## src/rtl/oled_spi_tx.sv

```systemverilog
// SSD1331 4-wire SPI byte transmitter with built-in panel RES sequencing.
// One byte plus D/C flag per valid/ready handshake, MSB first, SPI mode 0.
module oled_spi_tx #(
  parameter int CLK_DIV  = 10,
  parameter int CS_GAP   = 2,
  parameter int RES_LOW  = 25000,
  parameter int RES_WAIT = 25000
) (
  input  logic       CLK,
  input  logic       RST,
  input  logic [7:0] tx_data,
  input  logic       tx_dc,
  input  logic       tx_valid,
  output logic       tx_ready,
  output logic       init_done,
  output logic       DIN,
  output logic       OLED_CLK,
  output logic       CS,
  output logic       DC,
  output logic       RES,
  output logic [2:0] state_dbg
);

  // Handshake: a byte is taken on any posedge where tx_valid && tx_ready;
  // tx_ready is a registered flag that only rises in IDLE, and upstream must
  // hold tx_data/tx_dc stable while tx_valid is high and tx_ready is low.

  localparam int MAX_RES = (RES_LOW > RES_WAIT) ? RES_LOW : RES_WAIT;
  localparam int MAX_BIT = (CLK_DIV > CS_GAP) ? CLK_DIV : CS_GAP;
  localparam int CNT_MAX = (MAX_RES > MAX_BIT) ? MAX_RES : MAX_BIT;
  localparam int CNT_W   = $clog2(CNT_MAX + 1);

  localparam logic [CNT_W-1:0] RES_LO_LAST = CNT_W'(RES_LOW - 1);
  localparam logic [CNT_W-1:0] RES_HI_LAST = CNT_W'(RES_WAIT - 1);
  localparam logic [CNT_W-1:0] DIV_LAST    = CNT_W'(CLK_DIV - 1);
  localparam logic [CNT_W-1:0] GAP_LAST    = CNT_W'(CS_GAP - 1);

  typedef enum logic [2:0] {
    S_RES_LO = 3'd0,
    S_RES_HI = 3'd1,
    S_IDLE   = 3'd2,
    S_BIT_LO = 3'd3,
    S_BIT_HI = 3'd4,
    S_HOLD   = 3'd5,
    S_GAP    = 3'd6
  } state_t;

  state_t           state_q, state_d;
  logic [CNT_W-1:0] cnt_q, cnt_d;
  logic [2:0]       bit_q, bit_d;
  logic [6:0]       sh_q, sh_d;
  logic             ready_q, ready_d;
  logic             init_q, init_d;
  logic             din_q, din_d;
  logic             sclk_q, sclk_d;
  logic             cs_q, cs_d;
  logic             dc_q, dc_d;
  logic             res_q, res_d;

  assign tx_ready  = ready_q;
  assign init_done = init_q;
  assign DIN       = din_q;
  assign OLED_CLK  = sclk_q;
  assign CS        = cs_q;
  assign DC        = dc_q;
  assign RES       = res_q;
  assign state_dbg = state_q;

  always_ff @(posedge CLK) begin
    if (RST) begin
      state_q <= S_RES_LO;
      cnt_q   <= '0;
      bit_q   <= '0;
      sh_q    <= '0;
      ready_q <= 1'b0;
      init_q  <= 1'b0;
      din_q   <= 1'b0;
      sclk_q  <= 1'b0;
      cs_q    <= 1'b1;
      dc_q    <= 1'b0;
      res_q   <= 1'b0;
    end else begin
      state_q <= state_d;
      cnt_q   <= cnt_d;
      bit_q   <= bit_d;
      sh_q    <= sh_d;
      ready_q <= ready_d;
      init_q  <= init_d;
      din_q   <= din_d;
      sclk_q  <= sclk_d;
      cs_q    <= cs_d;
      dc_q    <= dc_d;
      res_q   <= res_d;
    end
  end

  always_comb begin
    state_d = state_q;
    cnt_d   = cnt_q;
    bit_d   = bit_q;
    sh_d    = sh_q;
    ready_d = ready_q;
    init_d  = init_q;
    din_d   = din_q;
    sclk_d  = sclk_q;
    cs_d    = cs_q;
    dc_d    = dc_q;
    res_d   = res_q;

    // Every phase counts 0..LAST from its entry edge and clears on exit.
    case (state_q)
      S_RES_LO: begin
        if (cnt_q == RES_LO_LAST) begin
          res_d   = 1'b1;
          cnt_d   = '0;
          state_d = S_RES_HI;
        end else begin
          cnt_d = cnt_q + 1'b1;
        end
      end
      S_RES_HI: begin
        if (cnt_q == RES_HI_LAST) begin
          init_d  = 1'b1;
          ready_d = 1'b1;
          cnt_d   = '0;
          state_d = S_IDLE;
        end else begin
          cnt_d = cnt_q + 1'b1;
        end
      end
      S_IDLE: begin
        if (tx_valid && ready_q) begin
          // Bit 7 goes straight to DIN; the shifter keeps only bits 6..0.
          sh_d    = tx_data[6:0];
          din_d   = tx_data[7];
          dc_d    = tx_dc;
          cs_d    = 1'b0;
          ready_d = 1'b0;
          bit_d   = '0;
          cnt_d   = '0;
          state_d = S_BIT_LO;
        end
      end
      S_BIT_LO: begin
        if (cnt_q == DIV_LAST) begin
          sclk_d  = 1'b1;
          cnt_d   = '0;
          state_d = S_BIT_HI;
        end else begin
          cnt_d = cnt_q + 1'b1;
        end
      end
      S_BIT_HI: begin
        if (cnt_q == DIV_LAST) begin
          sclk_d = 1'b0;
          cnt_d  = '0;
          if (bit_q == 3'd7) begin
            state_d = S_HOLD;
          end else begin
            din_d   = sh_q[6];
            sh_d    = {sh_q[5:0], 1'b0};
            bit_d   = bit_q + 1'b1;
            state_d = S_BIT_LO;
          end
        end else begin
          cnt_d = cnt_q + 1'b1;
        end
      end
      S_HOLD: begin
        if (cnt_q == DIV_LAST) begin
          cs_d    = 1'b1;
          cnt_d   = '0;
          state_d = S_GAP;
        end else begin
          cnt_d = cnt_q + 1'b1;
        end
      end
      S_GAP: begin
        if (cnt_q == GAP_LAST) begin
          ready_d = 1'b1;
          cnt_d   = '0;
          state_d = S_IDLE;
        end else begin
          cnt_d = cnt_q + 1'b1;
        end
      end
      default: begin
        state_d = S_RES_LO;
        cnt_d   = '0;
      end
    endcase
  end

endmodule

```

## config.mk

```make
export PLATFORM = sky130hd
export DESIGN_NAME = oled_spi_tx
export DESIGN_NICKNAME = d
export VERILOG_FILES = /design/src/rtl/oled_spi_tx.sv
export SDC_FILE = /design/constraint.sdc
export NUM_CORES = 1
export LEC_CHECK = 0
export BUFFER_PORTS_ARGS = -buffer_cell sky130_fd_sc_hd__buf_2
export CAP_MARGIN = 5
export CORE_MARGIN = 1.5
export CORE_UTILIZATION = 62
export CTS_CLUSTER_DIAMETER = 40
export DETAILED_ROUTE_END_ITERATION = 12
export GPL_TIMING_DRIVEN = 0
export HOLD_SLACK_MARGIN = 0.02
export MAX_ROUTING_LAYER = met4
export PLACE_DENSITY = 0.89
export SYNTH_ARGS = -nofsm -noshare
export SYNTH_HDL_FRONTEND = slang
export SYNTH_SLANG_ARGS = --single-unit
```

## constraint.sdc

```tcl
create_clock -name CLK -period 5.4 [get_ports CLK]
set_input_delay 0 -clock CLK [delete_from_list [all_inputs] [get_ports CLK]]
set_output_delay 0 -clock CLK [all_outputs]
set_load 0.02 [all_outputs]
```

Word-level counts from Yosys, hierarchy flattened:

Cells that the tools add are included.

* magnitude comparators: 0
* reduce and logical (&&, ||, !) cells: 16
* divide/modulo/power cells: 0
* shift-type cells: 0
* equality and inequality tests: 18
* $mul: 0
* mux-type cells: 34
* add/subtract/negate cells: 2
* bitwise logic cells: 0

Operators with widths (number)
* $mux 15: 4
* $pmux 15 s4: 1
* $mux 3: 11
* $mux 7: 3
* $pmux 3 s7: 1
* $ne 2x2->1 const B: 8
* $add 15x1->15 const B: 1
* $eq 15x1->1 const B: 1
* $eq 15x15->1 const B: 1
* $eq 15x4->1 const B: 1
* $pmux 7 s2: 1
* $eq 3x3->1 const B: 4
* $mux 1: 8
* $reduce_and 4->1: 2
* $reduce_and 7->1: 1
* $eq 3x2->1 const B: 2
* $pmux 1 s2: 3
* $pmux 3 s2: 1
* $reduce_and 2->1: 3
* $reduce_and 3->1: 2
* $reduce_bool 2->1: 3
* $add 3x1->3 const B: 1
* $eq 3x1->1 const B: 1
* $logic_not 3->1: 1
* other kinds (5): 5

* memories kept: 0
* word-level logic and storage cells: 81
* input port bits: 12
* memory bits (writable): 0
* output and inout port bits: 10
* flip-flop bits (word level): 35
* memory bits (read-only): 0
* bits in latches: 0

Logic depth before layout (Yosys ltp):

Gate-level depths: netlist of run 1.

* word-level depth: 4
* depth in mapped cells: 9

Worst setup path after synthesis of run 1:

Ideal clock, no wire load.

* path kind: reg2reg
* start: reg cnt_q[0]
* end: reg cnt_q[8]
* path buffers: 1
* setup time: 117 ps
* arrival: 1859 ps
* period minus slack after synthesis: 1976 ps
* slack: 3424 ps
* cell stages (with the launch flop): 9
* cell sequence: dfxtp_1 > ha_1 > nor4b_1 > nand4_2 > o211ai_2 > a21o_4 > buf_8 > o21ai_2 > a22o_1

* word-level cells in the longest chain between the ends: 3
* elaborated cells on any way between the ends: 8
* classes of those cells: add/sub: 1; eq/ne: 3; mux: 4

RTL lines
* start, declared: RTL line 49 `logic [CNT_W-1:0] cnt_q, cnt_d;`
* start signal, assigned: RTL line 84 `cnt_q <= cnt_d;`
* $add 15x1->15 (tied with other cells)
* $mux 15, on equally long branches
* $pmux 15 s4 *: RTL line 111 `case (state_q)`

Mark *: on every way between the ends. The rest lies on a longest branch, timed or not.
A chain may end at the register's enable or synchronous reset.

Worst setup path after layout of run 1:

Ends and elaborated chain as after synthesis.

==> summary by stage, run 1 <==
Outcome
The flow ran to the end, and the final reports show no timing, DRC or antenna violations.

Logic synthesis
The count of flip-flops with a built-in enable after synthesis is 0. Synthesis produced a netlist whose cell count is 244. After synthesis the netlist holds a flip-flop and latch count of 35. The average footprint of a synthesized cell is 8.04 sq um. The register area share after synthesis is 35.7%. The post-synthesis cell type count is 52. The total nets after synthesis is 260. Summed over its instances, the top area cell type makes up 35.7% of the synthesized netlist area. In this run the cell area of the synthesized design comes to 1960 sq um.

Among all flip-flop cells after synthesis, the most frequent one is sky130_fd_sc_hd__dfxtp_1. By area the synthesized netlist is led by sky130_fd_sc_hd__dfxtp_1 (36%), sky130_fd_sc_hd__a21oi_1 (4.9%), sky130_fd_sc_hd__nor2_1 (4.4%), sky130_fd_sc_hd__nand3_1 (4.3%), sky130_fd_sc_hd__nand2_1 (3.8%). During synthesis, Yosys emitted a total of 0 warnings. The biggest area consumer among synthesized cells is sky130_fd_sc_hd__dfxtp_1. The proportion of register bits with asynchronous set or reset after synthesis is 0%.

Power
The worst ir drop on vdd is 0.214 mV. The switching power summed over all nets is 110 uW. The power density over cell area is 230 nW/um^2. The portion of total power attributed to combinational logic is 6.5%.

The share of total power dissipated in the clock network is 44.2%. Summed over all cells, the static leakage comes to 0.000910 uW. The cell-internal power is 421 uW.

Sequential cells account for 49.3% of the total power. Total power for the finished layout comes to 531 uW. The switching part of the total power is 20.7%.

Clock tree
TritonCTS built the clock tree. The worst-skew pair later-pin latency is 0.35 ns. The master cell of the clock root buffer is sky130_fd_sc_hd__clkbuf_4.

The clock buffer count from CTS is 5. The clock-pin slew reported for the worst setup and hold paths after clock tree synthesis is 0.10 ns. For this design, the sink count on the clock tree is 35.

Buffers added to address setup during post-CTS repair amount to 0. The H-tree was split into 2 levels. The maximum root-to-sink buffer count is 2.

Floorplan
The die is 59.2 um wide. Row generation in the floorplan step produced 20 rows. The core region is 3030 sq um. The initial core utilization is 64.8%. The area enclosed by the die boundary is 3510 sq um. The number of top-level pins is 22. The die is 59.2 um tall.

Critical path
The critical path endpoint category is a register. The maximum fanout count along the critical path is 10. For the worst flop-to-flop path, the logic depth is 8. In this run the worst setup path terminates at cnt_q[8]. In this run the critical register-to-register path is captured at cnt_q[8]. Data arrives at the worst endpoint at 2.53 ns. On the critical path, the stage with the largest delay is an instance of sky130_fd_sc_hd__dfxtp_1. For this run, the slowest stage of the critical path takes 0.43 ns. The critical path goes through ha_1, nor4b_1, nand4_2, o211ai_2, a21o_4, buf_8, o21ai_2, a22o_1. The register-to-register path setup slack is 3.11 ns.

The instance count on the critical path is 8. In this run the critical register-to-register path is launched from cnt_q[0]. The worst setup path is launched from a register. The required time at the worst-slack endpoint is 5.65 ns. The kind of critical path is reg2reg.

The worst setup path startpoint is cnt_q[0]. The number of buffers and inverters on the critical path is 1. The family with the most delay on the worst path is compound AO/OA/AOI/OAI gates.

Global route
Entering global routing, the biggest net connects 12 pins. In the global route stage, overall resource usage came out at 31.3%. The number of antenna violations at the first check in global routing is 0. The total grt overflow is 0. The via count of the first global-routing pass is 1800. The wire length of the first global-routing pass is 8060 um.

Final layout
The area growth from synthesis to final layout is 17.7%. Of the cells placed in the final design, the portion with a size suffix greater than 1 is 15.7%. Once layout is complete, the cells apart from fillers number 325.

At the end of the flow the core is filled with cells to 76.2%. At the end of the flow, the number of nets in the layout was 296. The final design instance area without fill is 2310 sq um. The number of antenna diodes in the final layout is 0.

Timing
On the final layout, the worst clock skew is 0.00885 ns. The number of failing hold endpoints at the final stage was 0. The share of the cycle needed by the critical path after routing is 42.4%. The setup TNS is 0 ns. For the finished layout, the period the worst path requires is 2.29 ns. The number of max-slew violations in the final report is 0. Setup repair after global routing left no endpoint under its margin.

Setup violations remaining at the end of the flow were counted as 0. The actual slew at the worst max-slew pin is 0.661 ns. Static timing analysis puts the maximum clock frequency at 437 MHz.

The worst pin sits at a relative slew slack of 55.9%.

Route
Dividing the detail-routed wire length by the instance count gives 14.3 um. For this run, design rule violations remaining after detail routing come to 0. The total iterations of the first detailed-routing run is 5.

For this block, the routed nets add up to 4650 um of wire. The count of nets left with antenna violations once routing finished came out at 0. Using the TritonRoute via totals, the vias-per-cell ratio works out to 6.04. The routed layout has 1963 vias. The first routing iteration left 117 violations.

Placed design
The congestion estimate from routability-driven global placement came to 0.924. Counting tap cells, the placed design contains a total of 308 instances. Input and output buffers added on the ports amount to 20.

The instance area at placement is 2120 sq um. The half-perimeter wire length after placement is 3200 um.

Run
The number of violations of the max-capacitance limit is 0.

Worst hold path
The min-delay analysis places its worst path in the category in2reg. The count of cells along the worst hold path is 2.
[per-layer routing]
metal / share of wire (%) / wire length, um / up-vias / track usage (%)
li1: - / - / 973 / -
met1: 46 / 2120 / 911 / 39.9
met2: 47 / 2170 / 72 / 46.0
met3: 6.3 / 294 / 7 / 8.52
met4: 1.6 / 74 / 0 / 14.3
met5: 0 / 0 / - / -
[timing repair]
| item | CTS | global route |
|---|---|---|
| hold endpoints to repair | 9 | 0 |
| resized for setup | 0 | 0 |
| hold buffers | 9 | 0 |
[final cells by class]
cell class | count | area (sq um)
clock buffer | 6 | 41.3
fill | 227 | 721
sequential | 35 | 701
buffer | 17 | 88.8
multi-input combinational | 179 | 1120
tap | 44 | 55.1
timing repair buffer | 29 | 190
inverter | 13 | 48.8
clock inverter | 2 | 60.1
[power groups by stage]
stage	sequential (uW)	clock [uW]	combinational (uW)
floorplan	267	0	19.7
global placement	268	0	27.8
detailed placement	268	0	28.4
CTS	262	239	33.5
global route	262	253	38.4
finish	262	235	34.4
[Yosys cell counts, types with 3 or more instances]
| cell | count |
|---|---|
| sky130_fd_sc_hd__dfxtp_1 | 35 |
| sky130_fd_sc_hd__nor2_1 | 23 |
| sky130_fd_sc_hd__nand2_1 | 20 |
| sky130_fd_sc_hd__a21oi_1 | 19 |
| sky130_fd_sc_hd__nand3_1 | 17 |
| sky130_fd_sc_hd__inv_1 | 13 |
| sky130_fd_sc_hd__clkbuf_1 | 10 |
| sky130_fd_sc_hd__o21ai_0 | 10 |
| sky130_fd_sc_hd__a311oi_1 | 7 |
| sky130_fd_sc_hd__nand4_1 | 7 |
| sky130_fd_sc_hd__or3_1 | 7 |
| sky130_fd_sc_hd__nor3_1 | 6 |
| sky130_fd_sc_hd__and4_1 | 5 |
| sky130_fd_sc_hd__buf_2 | 5 |
| sky130_fd_sc_hd__ha_1 | 4 |
| sky130_fd_sc_hd__nor2b_1 | 4 |
| sky130_fd_sc_hd__a21o_1 | 3 |
| sky130_fd_sc_hd__a22oi_1 | 3 |
| sky130_fd_sc_hd__and3_1 | 3 |
[how the worst min path moves through the flow]
stage | slack, ns | end | from
after global routing | 0.13 | cnt_q[0] | tx_valid
after CTS | 0.07 | OLED_CLK | RST
after global placement | 0.24 | DC | tx_dc
after detailed placement | 0.24 | DC | tx_dc
after floorplan | 0.15 | DC | tx_dc
final | 0.09 | OLED_CLK | RST
[per-stage QoR]
stage,hold WS (ns),setup slack [ns]
2_1_floorplan,0.147,3.42
3_3_place_gp,0.243,3.13
3_5_place_dp,0.245,3.11
4_1_cts,0.0695,3.12
5_1_grt,0.131,2.90
6_report,0.0888,3.11
[registers in the layout, indices dropped and copies added (netlist names)]
| name | count |
|---|---|
| state_dbg | 3 |
| CS | 1 |
| init_done | 1 |
| sh_q | 7 |
| cnt_q | 15 |
| tx_ready | 1 |
| RES | 1 |
| DIN | 1 |
| bit_q | 3 |
| OLED_CLK | 1 |
| DC | 1 |
[kinds of logic after synthesis]
family	share of synthesized area (%)
xor+xnor	0.894
simple gates	30.6
flops	35.7
compound gates	22.2
mux	1.02
buf+inv	7.02
fa+ha+maj	2.55
[cells in the final DEF (no fill, tap or decap), drive strengths merged, types with 3 or more instances in the layout]
cell type    count
o21ai           13
and4             5
a22oi            3
buf             27
a21oi           19
nand2           20
clkbuf          16
dfxtp           35
and3             3
nand4            8
nor2            25
a21o             4
or3              7
ha               4
dlygate4sd3      9
nor2b            4
a311oi           7
nand3           17
nor3             7
inv             13
Power figures use the tool's default switching activity.
==> run 2: changes to the inputs <==
--- a/config.mk
+++ b/config.mk
@@ -8,13 +8,13 @@
 export BUFFER_PORTS_ARGS = -buffer_cell sky130_fd_sc_hd__buf_2
 export CAP_MARGIN = 5
 export CORE_MARGIN = 1.5
-export CORE_UTILIZATION = 62
+export CORE_UTILIZATION = 52
 export CTS_CLUSTER_DIAMETER = 40
 export DETAILED_ROUTE_END_ITERATION = 12
 export GPL_TIMING_DRIVEN = 0
 export HOLD_SLACK_MARGIN = 0.02
 export MAX_ROUTING_LAYER = met4
-export PLACE_DENSITY = 0.89
+export PLACE_DENSITY = 0.8
 export SYNTH_ARGS = -nofsm -noshare
 export SYNTH_HDL_FRONTEND = slang
 export SYNTH_SLANG_ARGS = --single-unit
==> constraint.sdc (replaced) <==
create_clock -name CLK -period 2.08 [get_ports CLK]
set_input_delay 0 -clock CLK [delete_from_list [all_inputs] [get_ports CLK]]
set_output_delay 0 -clock CLK [all_outputs]
set_load 0.02 [all_outputs]
==> run 2 against run 1 <==
Count of clock-buffer cells in the layout is 2 higher. Critical path depth stayed put. Global-route usage down 4.6 points. Combinational power rose to 3.0 times the previous value. Core utilization shrank 9.3 points. Highest routed layer unchanged.
==> summary by stage, run 2 (same netlist as run 1, synthesis figures left out) <==
Timing
The actual slew at the worst max-slew pin is 0.530 ns. Dividing the final minimum period by the clock period gives 97.1%. Setup violations remaining at the end of the flow were counted as 0. The worst path setup slack after routing is 0.0606 ns. The number of max-slew violations in the final report is 0. The headroom to the max-slew limit is 64.7%.

Static timing analysis puts the maximum clock frequency at 495 MHz. The clock skew is 0.00570 ns. The setup TNS is 0 ns. Setup repair after global routing could not meet its margin everywhere. The post-route minimum period is 2.02 ns. The number of failing hold endpoints at the final stage was 0.

Power
Summing internal, switching and leakage power gives 1340 uW. The worst ir drop on vdd is 0.315 mV. For this design the ratio of total power to cell area is 551 nW/um^2. In this run the static leakage power is 0.000949 uW.

Critical path
The worst endpoint data arrival time is 2.21 ns. The source of the worst register-to-register timing path is cnt_q[5]. The most critical setup path has its startpoint at cnt_q[5]. By startpoint and endpoint, the worst setup path is classified as reg2reg. STA classifies the critical path startpoint as a register. Along the worst path, the maximum fanout reaches 10. The worst setup path is captured at a register. Data on the critical path is required at its endpoint by 2.27 ns.

Placed design
Prior to clock tree synthesis, the placed netlist has a worst setup slack of -0.223 ns. After legalization and detailed placement, the total HPWL measured 3390 um. Input and output buffers added on the ports amount to 20. The final RePlAce weighted congestion is 0.948. The number of instances in the placed design is 312.

Final layout
Counting the fill cells in the layout gives 307. The repair_antennas step left the layout with diodes totalling 0. The top cell types in the final layout, fill and taps aside, are sky130_fd_sc_hd__dfxtp_1 (33), sky130_fd_sc_hd__buf_2 (25), sky130_fd_sc_hd__nor2_1 (22). Of the cells placed in the final design, the portion with a size suffix greater than 1 is 21.1%.

The most common cell after layout, fill and taps aside is sky130_fd_sc_hd__dfxtp_1. From synthesis to final layout, the design area changed by 23.9%. In the final layout, flip-flops and latches occupy 706 sq um. The multi-input combinational cells in the finished layout cover a total of 1210 sq um. The flip-flop count of the largest register, all copies and words added is 15. Leaving out filler cells and counting taps, the final layout contains 332.

The layout net count is 299. The largest registers in the layout are cnt_q (15), sh_q (7). Counting flops per register, the top entry is cnt_q.

Route
The pre-antenna-repair detailed-routing pass consisted of 4 iterations. The violation count after the first detailed-route iteration is 236. The count of nets left with antenna violations once routing finished came out at 0. The routed length per instance is 15.4 um. Using the TritonRoute via totals, the vias-per-cell ratio works out to 5.96.

The wire length after detailed routing is 5110 um. For this block, the via count after detailed routing is 1980. The total DRC errors in the routed layout is 0.

Clock tree
Counting along the longest clock path gives a buffer depth of 2. The number of H-tree branching levels is 2. At the later pin of the worst-skew pair, clock insertion delay measures 0.30 ns. The master cell of the clock root buffer is sky130_fd_sc_hd__clkbuf_8. Buffers inserted during clock tree synthesis total 5.

After clock tree synthesis, the clock-pin slew on the worst setup and hold paths is 0.07 ns. The TritonCTS clock tree is done. The CTS sink count is 35.

Worst hold path
The critical hold path startpoint is tx_valid. The path class of the tightest hold or removal check is in2reg.

Run
The number of violations of the max-capacitance limit is 0.

Global route
The wire length of the first global-routing pass is 8450 um. The overall routing resource usage is 26.7%. The number of antenna violations at the first check in global routing is 0. The via count of the first global-routing pass was 1828.

For this run the aggregate overflow at the end of global routing stands at 0. The maximum number of pins on one net before global-route repair is 11.

Floorplan
The area enclosed by the die boundary is 4150 sq um. The height of the die is 64.4 um. The number of top-level pins is 22. The region available for standard cell placement spans 3630 sq um. The initial core utilization is 54.0%. The die outline width is 64.4 um. The number of rows in the core area is 22.

Outcome
The flow ran to the end, and the final reports show no timing, DRC or antenna violations.
## run 2: cell types whose count changed in the layout (fill, tap and decap cells not counted), sizes merged
cell / change
buf: +5
bufinv: -2
## run 2: what timing repair did
action,CTS,global route
hold endpoints to repair,9,0
gates resized for setup,5,13
buffers inserted,2,3
hold buffers,9,0
pin swaps,2,8
setup endpoints to repair,17,24
## run 2: stage by stage
stage / hold slack, ns / utilization [%] / instance area, sq um
2_1_floorplan: 0.147 / - / 1960
3_3_place_gp: 0.243 / 58.4 / 2120
3_5_place_dp: 0.257 / 58.4 / 2120
4_1_cts: 0.142 / 64.8 / 2350
5_1_grt: 0.188 / 66.9 / 2430
6_report: 0.145 / 66.9 / 2430
## run 2: routing by layer
metal	global-route usage (%)	share of wire, %
met1	33.8	46
met2	40.6	48
met3	7.75	6.0
met4	9.31	0.76
met5	-	0
## run 2: worst max-delay path: stages, from the launching register on
cell,delay [ns]
sky130_fd_sc_hd__dfxtp_1,0.30
sky130_fd_sc_hd__clkbuf_1,0.18
sky130_fd_sc_hd__nor3_1,0.36
sky130_fd_sc_hd__nand4_4,0.20
sky130_fd_sc_hd__o211ai_4,0.25
sky130_fd_sc_hd__a21o_4,0.18
sky130_fd_sc_hd__buf_8,0.13
sky130_fd_sc_hd__o21ai_2,0.06
sky130_fd_sc_hd__a22o_1,0.25
## run 2: path summary, 6_finish.rpt
| kind | slack [ns] | cells after the start | to |
|---|---|---|---|
| max | 0.06 | 8 | cnt_q[8] |
| min | 0.14 | 4 | cnt_q[0] |
| max reg2reg | 0.06 | 8 | cnt_q[8] |
| min reg2reg | 0.47 | 2 | RES |
## run 2: where the power goes
group	internal (uW)	total (uW)	switching [uW]
sequential	675	681	6.18
clock	302	555	253
combinational	52.5	103	50.4
total	1030	1340	310
## run 2: final cells by class
class / instances / share of cell area [%]
Tap cell: 48 / 2.47
Inverter: 13 / 2.01
Multi-Input combinational cell: 179 / 49.6
Timing Repair Buffer: 34 / 9.37
Sequential cell: 35 / 29.0
Buffer: 15 / 3.35
Clock buffer: 8 / 4.12
==> run 3: changes to the inputs <==
--- a/config.mk
+++ b/config.mk
@@ -14,7 +14,7 @@
 export GPL_TIMING_DRIVEN = 0
 export HOLD_SLACK_MARGIN = 0.02
 export MAX_ROUTING_LAYER = met4
-export PLACE_DENSITY = 0.8
+export PLACE_DENSITY_LB_ADDON = 0.08
 export SYNTH_ARGS = -nofsm -noshare
 export SYNTH_HDL_FRONTEND = slang
 export SYNTH_SLANG_ARGS = --single-unit
==> run 3 against run 2 <==
Combinational power increased by 13%. Largest cell class unchanged. Register-to-register slack worse by 0.02 ns. Clock skew decreased by 0.00067 ns. Worst setup slack got worse by 0.019 ns. Count of clock-buffer cells in the layout is 3 lower. Maximum frequency down 0.92%. Design area is 2.2% higher. Non-clock buffer count grew 2. Largest power group unchanged. Clock power shrank 12%. Hold slack worse by 0.0016 ns.
==> summary by stage, run 3 (same netlist as run 1, synthesis figures left out) <==
Timing
The headroom to the max-slew limit is 61.3%. The worst path setup slack after routing is 0.0418 ns. At the pin with the least slew margin, the transition time is 0.580 ns. Setup violations remaining at the end of the flow were counted as 0. On the final layout, the worst clock skew is 0.00503 ns. The final critical path takes up 98.0% of the cycle. Setup repair after global routing could not meet its margin everywhere. The number of failing hold endpoints at the final stage is 0. The number of max-slew violations in the final report was 0.

The smallest clock period supported by the final layout is computed as 2.04 ns. Timing would allow up to 491 MHz.

Clock tree
The clock reaches the later pin of the worst-skew pair after 0.29 ns. The clock passes through at most 2 buffers. The clock-pin slew reported for the worst setup and hold paths after clock tree synthesis is 0.07 ns. The CTS sink count is 35. Clock tree synthesis inserted a total of 5 buffers. TritonCTS built the clock tree. The master cell of the clock root buffer is sky130_fd_sc_hd__clkbuf_8. The number of H-tree branching levels is 2.

Global route
The number of antenna violations at the first check in global routing is 0. Entering global routing, the biggest net connects 12 pins. For this run the aggregate overflow at the end of global routing stands at 0.

The via count of the first global-routing pass is 1845. Across every metal layer, demand over resource in global routing totals 26.8%. The wire length of the first global-routing pass is 8560 um.

Route
For this block, the via count after detailed routing is 1967. In the routed design, unresolved DRC markers number 0. The violation count after the first detailed-route iteration is 189. Wires add up to 5160 um. In the routed layout, each cell is associated on average with a via count of 5.89.

The wire length on met3 is 224 um. After detailed routing, the wire length on met1 is 2490 um. The uppermost layer routed is met4.

The total met2 wirelength after detailed routing is 2370 um. The count of antenna-violating nets left after detailed routing is 0. The first detailed-routing pass took 4 iterations. In the final routed layout, each cell accounts on average for 15.5 um.

Placed design
The final RePlAce weighted congestion is 0.879. The minimum setup slack after placement is -0.222 ns. The HPWL after detailed placement is 3360 um.

Buffers placed on the I/O ports in this run total 20. The number of instances in the placed design is 312.

Floorplan
The area enclosed by the die boundary is 4150 sq um. Pin placement for this block handled 22 I/O pins. The floorplan step set the die width to 64.4 um. The core region is 3630 sq um. The floorplan has 22 rows. For this configuration, the core starts out at a cell density of 54.0%.

The height of the die is 64.4 um.

Power
In this run switching power makes up 24.9% of total power. The cell-internal power is 964 uW. Summed over all cells, the static leakage comes to 0.000971 uW. The share of total power dissipated in combinational logic is 9.0%.

The power density over cell area is 517 nW/um^2. The share of power burned in the clock network is 38.0%. The switching power summed over all nets is 320 uW. The total power is 1280 uW. IR analysis of the VDD net gives a maximum drop of 0.360 mV.

The sequential group share of total power is 53.0%.

Critical path
The critical path is of the reg2reg type. The required time at the worst-slack endpoint is 2.21 ns. The endpoint of the lowest-slack register-to-register path is state_dbg[2]. The number of cells on the worst reg-to-reg path is 8. Along the worst path, the maximum fanout reaches 5. Data on the critical path arrives at its endpoint at 2.17 ns. The source of the worst register-to-register timing path is cnt_q[1].

The critical path endpoint category is a register. The maximum cell stage delay along the critical path is 0.36 ns. The register-to-register path setup slack is 0.04 ns. The slowest library cell on the worst path is sky130_fd_sc_hd__dfxtp_4.

The signal on the critical path passes through inv_2, ha_4, nor4b_4, nand4_4, or2_4, or3_4, a21oi_2, a2111oi_0. The type of element launching the critical path is a register.

Final layout
The share of layout cells above drive strength 1 is 23.1%. The most common cell after layout, fill and taps aside is sky130_fd_sc_hd__dfxtp_1. The number of cells in the finished layout apart from fillers is 334. The number of antenna diodes in the final layout is 0. In the layout the commonest cells are sky130_fd_sc_hd__dfxtp_1 (33), sky130_fd_sc_hd__buf_2 (23), sky130_fd_sc_hd__nor2_1 (23).

In the final layout, the registers with the most flip-flops are cnt_q (15), sh_q (7). After the last flow step, the layout net total stands at 301. The number of fillers in the final layout is 315. Ranked by flip-flop count, first place goes to cnt_q. The area growth from synthesis to final layout is 26.6%. The flip-flop count of the largest register, all copies and words added is 15.

Run
The number of violations of the max-capacitance limit is 0.

Worst hold path
The worst hold path passes through 4 cells. The critical hold path startpoint is tx_valid. The worst hold path terminates at cnt_q[0].

The classification of the worst-slack hold path is in2reg.

Outcome
The run finished with clean final reports.
-- run 3: how the worst max path moves through the flow --
| stage | start | to |
|---|---|---|
| final | cnt_q[1] | state_dbg[2] |
| after global routing | cnt_q[1] | state_dbg[2] |
| after CTS | cnt_q[1] | cnt_q[10] |
| after detailed placement | cnt_q[0] | cnt_q[8] |
| after global placement | cnt_q[0] | cnt_q[8] |
| after floorplan | cnt_q[0] | cnt_q[8] |
-- run 3: metrics by stage --
stage	hold WS [ns]	area (sq um)	setup TNS, ns	util, %
floorplan	0.147	1960	0	-
global placement	0.243	2120	-1.13	58.4
detailed placement	0.255	2120	-2.28	58.4
CTS	0.137	2350	0	64.6
global route	0.201	2480	-0.146	68.3
finish	0.143	2480	0	68.3
-- run 3: layout make-up --
cell class / instances / area (sq um) / area share, %
multi-input cells: 179 / 1230 / 49.6
flip-flops and latches: 35 / 708 / 28.5
repair buffers: 37 / 268 / 10.8
plain buffers: 14 / 82.6 / 3.33
clock buffers: 5 / 68.8 / 2.77
well taps: 48 / 60.1 / 2.42
inverters: 13 / 48.8 / 1.97
clock inverters: 3 / 15.0 / 0.605
-- run 3: power groups by stage --
stage | registers, uW | logic, uW | clock network [uW]
after floorplan | 694 | 51.2 | 0
after global placement | 695 | 74.3 | 0
after detailed placement | 695 | 75.3 | 0
after CTS | 681 | 93.9 | 490
after global routing | 681 | 126 | 524
final | 680 | 116 | 488
-- run 3: layer usage --
layer,vias up,global-route usage [%]
met2,54,41.1
met4,0,7.18
met1,923,36.2
li1,981,-
met5,-,-
met3,9,5.28
-- run 3: repair_timing --
item | CTS | global route
hold buffers | 9 | 0
gates cloned | 0 | 1
setup buffers | 1 | 6
setup endpoints to repair | 21 | 16
pin swaps | 3 | 7
gates resized for setup | 8 | 18
hold endpoints to repair | 9 | 0
-- run 3: worst max-delay path: cells and delay by family, from the launching register on --
kind,cells,cell delay (ns)
buffers and inverters,1,0.06
and+or+nand+nor,4,1.09
adders and majority gates,1,0.14
AOI/OAI and AO/OA,2,0.22
DFF,1,0.36
